### config.mk
export PLATFORM = sky130hd
export DESIGN_NAME = bf2i_pair_feeder
export DESIGN_NICKNAME = d
export VERILOG_FILES = /design/src/rtl/bf2i_pair_feeder.sv
export SDC_FILE = /design/constraint.sdc
export NUM_CORES = 1
export LEC_CHECK = 0
export ABC_AREA = 1
export BUFFER_PORTS_ARGS = -buffer_cell sky130_fd_sc_hd__buf_2
export CAP_MARGIN = 20
export CORE_UTILIZATION = 52
export CTS_BUF_LIST = sky130_fd_sc_hd__clkbuf_8 sky130_fd_sc_hd__clkbuf_16
export CTS_CLUSTER_SIZE = 40
export DETAILED_ROUTE_END_ITERATION = 10
export PLACE_DENSITY_LB_ADDON = 0.3
export SYNTH_ARGS = -nofsm -noshare
export SYNTH_HDL_FRONTEND = slang
export SYNTH_SLANG_ARGS = --single-unit
### constraint.sdc
create_clock -name clk -period 20.5 [get_ports clk]
set_input_delay 3.075 -clock clk [delete_from_list [all_inputs] [get_ports clk]]
set_output_delay 3.075 -clock clk [all_outputs]
set_load 0.05 [all_outputs]
### src/rtl/bf2i_pair_feeder.sv
// Input-side pair feeder for the 4-lane radix-2 BF2I butterfly: buffers the first half
// of each frame and presents (x[n], x[n+N/2]) pairs with a one-cycle enable per pair.
module bf2i_pair_feeder #(
  parameter int WIDTH       = 15,
  parameter int DEPTH       = 4,
  parameter int HALF_BLOCKS = 8
) (
  input  logic                    clk,
  input  logic                    rstn,
  input  logic                    din_valid,
  input  logic                    frame_start,
  input  logic signed [WIDTH-1:0] din_R    [DEPTH],
  input  logic signed [WIDTH-1:0] din_Q    [DEPTH],
  output logic                    bf_en,
  output logic signed [WIDTH-1:0] dout_R_1 [DEPTH],
  output logic signed [WIDTH-1:0] dout_Q_1 [DEPTH],
  output logic signed [WIDTH-1:0] dout_R_2 [DEPTH],
  output logic signed [WIDTH-1:0] dout_Q_2 [DEPTH],
  output logic                    busy,
  output logic                    frame_err
);

  localparam int CW = (HALF_BLOCKS > 1) ? $clog2(HALF_BLOCKS) : 1;
  localparam logic [CW-1:0] CNT_LAST = CW'(HALF_BLOCKS - 1);

  typedef enum logic [1:0] {
    IDLE = 2'd0,
    FILL = 2'd1,
    PAIR = 2'd2
  } state_t;

  // A one-beat half frame skips FILL entirely.
  localparam state_t        START_ST  = (HALF_BLOCKS == 1) ? PAIR : FILL;
  localparam logic [CW-1:0] START_CNT = (HALF_BLOCKS == 1) ? CW'(0) : CW'(1);

  state_t        state_q, state_d;
  logic [CW-1:0] cnt_q, cnt_d;
  logic          bf_en_q, bf_en_d;
  logic          busy_q, busy_d;
  logic          err_q, err_d;
  logic          wr_en;
  logic [CW-1:0] wr_addr;

  logic signed [WIDTH-1:0] mem_R [HALF_BLOCKS][DEPTH];
  logic signed [WIDTH-1:0] mem_Q [HALF_BLOCKS][DEPTH];

  logic signed [WIDTH-1:0] r1_q [DEPTH], r1_d [DEPTH];
  logic signed [WIDTH-1:0] q1_q [DEPTH], q1_d [DEPTH];
  logic signed [WIDTH-1:0] r2_q [DEPTH], r2_d [DEPTH];
  logic signed [WIDTH-1:0] q2_q [DEPTH], q2_d [DEPTH];

  // Next-state, counter, buffer-write and pair-output logic.
  always_comb begin
    state_d = state_q;
    cnt_d   = cnt_q;
    bf_en_d = 1'b0;
    err_d   = 1'b0;
    wr_en   = 1'b0;
    wr_addr = cnt_q;
    r1_d    = r1_q;
    q1_d    = q1_q;
    r2_d    = r2_q;
    q2_d    = q2_q;
    if (din_valid) begin
      case (state_q)
        IDLE: begin
          if (frame_start) begin
            wr_en   = 1'b1;
            wr_addr = CW'(0);
            state_d = START_ST;
            cnt_d   = START_CNT;
          end else begin
            state_d = IDLE;
          end
        end
        FILL: begin
          wr_en = 1'b1;
          if (frame_start) begin
            // Abort: this beat becomes beat 0 of a fresh frame.
            err_d   = 1'b1;
            wr_addr = CW'(0);
            state_d = START_ST;
            cnt_d   = START_CNT;
          end else if (cnt_q == CNT_LAST) begin
            cnt_d   = CW'(0);
            state_d = PAIR;
          end else begin
            cnt_d = cnt_q + CW'(1);
          end
        end
        PAIR: begin
          if (frame_start) begin
            err_d   = 1'b1;
            wr_en   = 1'b1;
            wr_addr = CW'(0);
            state_d = START_ST;
            cnt_d   = START_CNT;
          end else begin
            bf_en_d = 1'b1;
            for (int i = 0; i < DEPTH; i++) begin
              r1_d[i] = mem_R[cnt_q][i];
              q1_d[i] = mem_Q[cnt_q][i];
              r2_d[i] = din_R[i];
              q2_d[i] = din_Q[i];
            end
            if (cnt_q == CNT_LAST) begin
              cnt_d   = CW'(0);
              state_d = IDLE;
            end else begin
              cnt_d = cnt_q + CW'(1);
            end
          end
        end
        default: begin
          state_d = IDLE;
          cnt_d   = CW'(0);
        end
      endcase
    end else begin
      state_d = state_q;
    end
    busy_d = (state_d != IDLE);
  end

  // Control and output registers.
  always_ff @(posedge clk or negedge rstn) begin
    if (!rstn) begin
      state_q <= IDLE;
      cnt_q   <= CW'(0);
      bf_en_q <= 1'b0;
      busy_q  <= 1'b0;
      err_q   <= 1'b0;
      for (int i = 0; i < DEPTH; i++) begin
        r1_q[i] <= WIDTH'(0);
        q1_q[i] <= WIDTH'(0);
        r2_q[i] <= WIDTH'(0);
        q2_q[i] <= WIDTH'(0);
      end
    end else begin
      state_q <= state_d;
      cnt_q   <= cnt_d;
      bf_en_q <= bf_en_d;
      busy_q  <= busy_d;
      err_q   <= err_d;
      r1_q    <= r1_d;
      q1_q    <= q1_d;
      r2_q    <= r2_d;
      q2_q    <= q2_d;
    end
  end

  // First-half buffer; contents are don't-care until written, so no reset.
  always_ff @(posedge clk) begin
    if (wr_en) begin
      for (int i = 0; i < DEPTH; i++) begin
        mem_R[wr_addr][i] <= din_R[i];
        mem_Q[wr_addr][i] <= din_Q[i];
      end
    end
  end

  assign bf_en     = bf_en_q;
  assign busy      = busy_q;
  assign frame_err = err_q;
  assign dout_R_1  = r1_q;
  assign dout_Q_1  = q1_q;
  assign dout_R_2  = r2_q;
  assign dout_Q_2  = q2_q;

endmodule

# [Word level (Yosys, flattened, before mapping)]
# Memories as Yosys holds them, arrays and structs flattened. A register that Yosys moved wholly into a read port is not among the register bits.
# Index checks and enable logic that the tools add are counted.
[totals] inputBits=124 mem_count=2 ramBits=960 regBits=128 output_inout_bits=243
[op_classes] bitwise_logic=1 eq_ne=4 n_reduce_logical=9 n_mux=24 addsub=1
[memory_table] name="mem_Q" depth=8 word_bits=60 read_ports=1 rd_clocked_by_memory_dff=1 wr=1 line="45" rtl="logic signed [WIDTH-1:0] mem_Q [HALF_BLOCKS][DEPTH];"
[memory_table] name="mem_R" depth=8 word_bits=60 read_ports=1 rd_clocked_by_memory_dff=1 wr=1 line="44" rtl="logic signed [WIDTH-1:0] mem_R [HALF_BLOCKS][DEPTH];"
[op_table] operator="2-to-1 mux 3 bit" n=6
[op_table] operator="2-to-1 mux 1 bit" n=10
[op_table] operator="2-to-1 mux 2 bit" n=5
[op_table] operator="case mux 2 bit (3 select lines)" n=1
[op_table] operator="case mux 3 bit (2 select lines)" n=1
[op_table] operator="OR reduction 2 bit" n=2
[op_table] operator="adder 3 x 1 -> 3 bit (second input constant)" n=1
[op_table] operator="== test 3 bit (second input constant)" n=1
[op_table] operator="AND reduction 3 bit" n=1
[op_table] operator="OR reduction 3 bit" n=1
[op_table] operator="== test 2 x 1 -> 1 bit (second input constant)" n=1
[op_table] operator="== test 2 bit (second input constant)" n=1
[op_table] operator="zero test 1 bit" n=2
[op_table] operator="zero test 2 bit" n=1
[op_table] operator="!= test 2 bit (second input constant)" n=1
[op_table] operator="case mux 1 bit (2 select lines)" n=1
[op_table] operator="AND reduction 2 bit" n=1
[op_table] operator="nonzero test 2 bit" n=1
[op_table] operator="inverter 1 bit" n=1

# [Longest topological paths before layout]
[logic_depth] ltp_word=6 ltp_mapped=10 depth_no_buf=8

# [Worst setup path after synthesis]
# Ideal clock, no wire load.
[synth_timing] path_kind="input to register" from="input din_valid" to="memory mem_Q[0][0] in the netlist's numbering (enable)" path_slack_ps=11436 setup_ps=601 cell_stages=4 arrival_time_ps=8463 path_buffers=0 required_ps=19899 path_cell_list="nand2_1 > nor2_1 > o21ai_1 > nor2_1"
[synth_via] elab_chain_cells=3
[synth_lines] element="start, declared" line="10" rtl="input logic din_valid,"
[synth_lines] element="2-to-1 mux 1 bit" line="64" rtl="if (din_valid) begin"
[synth_lines] element="2-to-1 mux 1 bit" line="154" rtl="if (wr_en) begin"
[synth_lines] element="2-to-1 mux 1 bit (implied by the code)" line="157" rtl="mem_Q[wr_addr][i] <= din_Q[i];"
[synth_lines] element="end, declared" line="45"
# Several ways; a longest one is shown, not always the timed one.

# [Final worst setup path]
[layout_timing] from="input din_valid" to="memory mem_R[3][9] in the netlist's numbering (enable)"
[layout_via] elab_chain_cells=3
[layout_lines] element="2-to-1 mux 1 bit" line="64"
[layout_lines] element="2-to-1 mux 1 bit" line="154"
[layout_lines] element="2-to-1 mux 1 bit (implied by the code)" line="156" rtl="mem_R[wr_addr][i] <= din_R[i];"
[layout_lines] element="end, declared" line="44"
# Several ways; a longest one is shown, not always the timed one.

==> flow_metrics.env <==
export IMPL_outcome="complete, no violations"
export IMPL_netlist_top_cells_count="sky130_fd_sc_hd__nand2_1 (1813), sky130_fd_sc_hd__edfxtp_1 (960), sky130_fd_sc_hd__inv_1 (729)"
export IMPL_synth_area_top_cells="sky130_fd_sc_hd__edfxtp_1 (58%), sky130_fd_sc_hd__nand2_1 (14%), sky130_fd_sc_hd__dfrtp_1 (12%), sky130_fd_sc_hd__nand3_1 (7.3%), sky130_fd_sc_hd__inv_1 (5.5%)"
export IMPL_tritoncts="built"
export IMPL_flow_area_growth_from_synthesis_pct=13.0
export IMPL_num_rows=113
export IMPL_ys_ff_latch=1208
export IMPL_min_delay_path_class="reg2reg"
export IMPL_clkSlewWorstSetupHoldPaths_ns=0.06
export IMPL_max_slew_worst_pin_slew_ns=1.08
export IMPL_floorplan_io_pins=367
export IMPL_clock_sink_count=1208
export IMPL_antenna_violations_before_repair=4
export IMPL_drive_gt1_share_pct=11.7
export IMPL_final_setup_skew_ns=0.0210
export IMPL_htreeDepth=3
export IMPL_hold_path_depth=2
export IMPL_numCtsBuffers=119
export IMPL_global_route_overflow_total=0
export IMPL_power_per_cell_area_nw_per_um2=103
export IMPL_die_w_um=312
export IMPL_finalSetupViolations=0
export IMPL_netlist_area_um2=49900
export IMPL_finalWorstPathRequiredPeriod_ns=6.00
export IMPL_drt_initial_drc_count=2947
export IMPL_crit_path_start_kind="input pin"
export IMPL_static_leakage_power_nw=26.4
export IMPL_routed_via_density=5.13
export IMPL_crit_path_end_kind="flip-flop"
export IMPL_synthDistinctLibCells=21
export IMPL_grt_total_usage_pct=23.6
export IMPL_synth_top_cell_area_share_pct=57.8
export IMPL_routed_antenna_nets=0
export IMPL_post_cts_setup_buffers=0
export IMPL_timing_rr_start="cnt_q[0]"
export IMPL_multi_input_area_um2=10700
export IMPL_nFillCells=7588
export IMPL_max_slew_margin_rel_pct=27.7
export IMPL_leading_area_contributor_after_synthesis="sky130_fd_sc_hd__edfxtp_1"
export IMPL_port_buffer_count=366
export IMPL_first_global_vias=32587
export IMPL_clk_insertion_delay_late_ns=0.69
export IMPL_grt_start_max_net_pins=189
export IMPL_cap_viol_max_count=0
export IMPL_critical_path_arrival_ns=6.30
export IMPL_synth_avg_cell_area_um2=10.5
export IMPL_via_count=32900
export IMPL_synthesis_yosys_warnings=0
export IMPL_fp_dieArea_um2=97100
export IMPL_initial_core_util_pct=52.5
export IMPL_synth_flop_cell="sky130_fd_sc_hd__edfxtp_1"
export IMPL_place_gp_congestion=0.771
export IMPL_worstPathRequired_ns=20.80
export IMPL_core_region_area_um2=95000
export IMPL_synthesis_instances=4755
export IMPL_report_final_slew_viol_count=0
export IMPL_rr_worst_depth=5
export IMPL_sequential_cell_area_um2=35000
export IMPL_drt_pre_antenna_iters=6
export IMPL_final_setup_tns_ns=0
export IMPL_syn_num_nets=4886
export IMPL_number_of_enable_type_register_cells_in_the_synthesized_netlist=960
export IMPL_drt_wl_total_um=114000
export IMPL_drc_errors=0
export IMPL_dp_hpwl_um=60000
export IMPL_routedWlPerCell_um=17.7
export IMPL_cts_root_to_sink_buffers=3
export IMPL_global_route_wire_length_before_repair_um=180000
export IMPL_holdBufCountCts=0
export IMPL_r2r_slack_ns=15.66
export IMPL_synth_most_common_cell="sky130_fd_sc_hd__nand2_1"
export IMPL_synth_sequential_area_ratio_pct=70.3
export IMPL_report_power_total_mw=5.79
export IMPL_beginning_of_the_worst_hold_path="dout_R_2[41]"
export IMPL_whs_endpoint="dout_R_2[41]"
export IMPL_final_net_count=5174
export IMPL_post_route_period_util_pct=29.3
export IMPL_rsz0062_at_grt="false"
export IMPL_dieHeight_um=312
export IMPL_hold_viol_final=0
export IMPL_cts_resized_gates=0
export IMPL_worst_setup_path_type="in2reg"
export IMPL_vdd_ir_drop_max_mv=0.0761
export IMPL_path_max_fanout=57
export IMPL_maxClockFrequency_ghz=0.167
export IMPL_synthArstFlopShare_pct=20.5
export IMPL_clock_tree_root_cell="sky130_fd_sc_hd__clkbuf_16"
export IMPL_rr_endpoint="mem_R[2][37]"
==> critical path: stages <==
cell                      delay [ns]
sky130_fd_sc_hd__buf_2          0.17
sky130_fd_sc_hd__o21ai_0        0.10
sky130_fd_sc_hd__a21oi_1        0.19
sky130_fd_sc_hd__nand3_1        0.34
sky130_fd_sc_hd__nor2_4         0.72
sky130_fd_sc_hd__buf_4          0.71
sky130_fd_sc_hd__buf_4          0.88
==> cell families (layout without fill, tap and decap cells) <==
group	Yosys count	count (layout)	share of synthesized area (%)
and+or+nand+nor	2555	2555	21.1
DFF	1208	1208	70.3
buffers and inverters	973	1366	8.36
AOI/OAI and AO/OA	12	12	0.125
adders and majority gates	7	7	0.176
other	0	2	0
==> registers in the layout, summed over array words and instances, names as in the netlist, 2 cells and up <==
name and count:
cnt_q 3, dout_Q_1 60, dout_Q_2 60, dout_R_1 60
dout_R_2 60, mem_Q 480, mem_R 480, state_q 2
==> cell usage in the layout (no fill, tap or decap), types with 4 or more instances in the layout <==
master	Yosys	final
sky130_fd_sc_hd__nand2_1	1813	1813
sky130_fd_sc_hd__edfxtp_1	960	960
sky130_fd_sc_hd__inv_1	729	762
sky130_fd_sc_hd__nand3_1	725	725
sky130_fd_sc_hd__buf_2	126	365
sky130_fd_sc_hd__dfrtp_1	248	245
sky130_fd_sc_hd__clkbuf_16	0	128
sky130_fd_sc_hd__buf_4	43	36
sky130_fd_sc_hd__clkinv_2	0	20
sky130_fd_sc_hd__clkbuf_8	0	18
sky130_fd_sc_hd__clkinv_1	1	12
sky130_fd_sc_hd__nor2_4	0	8
sky130_fd_sc_hd__bufinv_16	0	8
sky130_fd_sc_hd__nor2_1	15	7
sky130_fd_sc_hd__ha_1	7	7
sky130_fd_sc_hd__o21ai_0	5	5
sky130_fd_sc_hd__a21oi_1	4	4
sky130_fd_sc_hd__buf_12	0	4
==> area by class of cell <==
type	count	area share (%)
diodes	2	0.00888
clock buffers	146	6.12
well taps	1265	2.81
inverters	734	4.93
flip-flops and latches	1208	62.2
clock inverters	80	1.01
repair buffers	406	3.89
multi-input cells	2574	19.0
==> how the worst max path moves through the flow <==
stage | start | endpoint | slack, ns | cells past startpoint
finish | din_valid | mem_R[3][9] | 14.50 | 7
global route | din_valid | mem_R[3][14] | 14.30 | 7
CTS | din_valid | mem_R[3][38] | 14.55 | 7
detailed placement | din_valid | mem_R[2][38] | 13.82 | 7
global placement | din_valid | mem_R[3][0] | 13.87 | 7
floorplan | din_valid | mem_Q[0][0] | 11.44 | 4
==> power breakdown <==
part	internal [mW]	switching, mW
Clock	1.28	0.901
Combinational	0.224	0.607
Sequential	2.74	0.0335
Total	4.25	1.54
==> routing by layer <==
layer / vias to the layer above / track usage [%] / part of all wire (%)
met5: - / 0 / 0
met4: 0 / 6.90 / 2.0
met3: 147 / 2.99 / 6.1
met2: 1111 / 39.9 / 50
met1: 15872 / 32.1 / 42
li1: 15770 / - / -
==> metrics by stage <==
stage          hold WS, ns  std cells  util (%)  worst slack (ns)  cell area (um^2)
3_5_place_dp         0.460       6187      55.1             13.82             52300
3_3_place_gp         0.458       6187      55.1             13.87             52300
6_report             0.471       6415      59.3             14.50             56400
2_1_floorplan        0.596       4755         -             11.44             49900
4_1_cts              0.476       6413      59.3             14.55             56300
5_1_grt              0.494       6415      59.3             14.30             56400
Note: power is estimated with default switching activity, not from simulation.
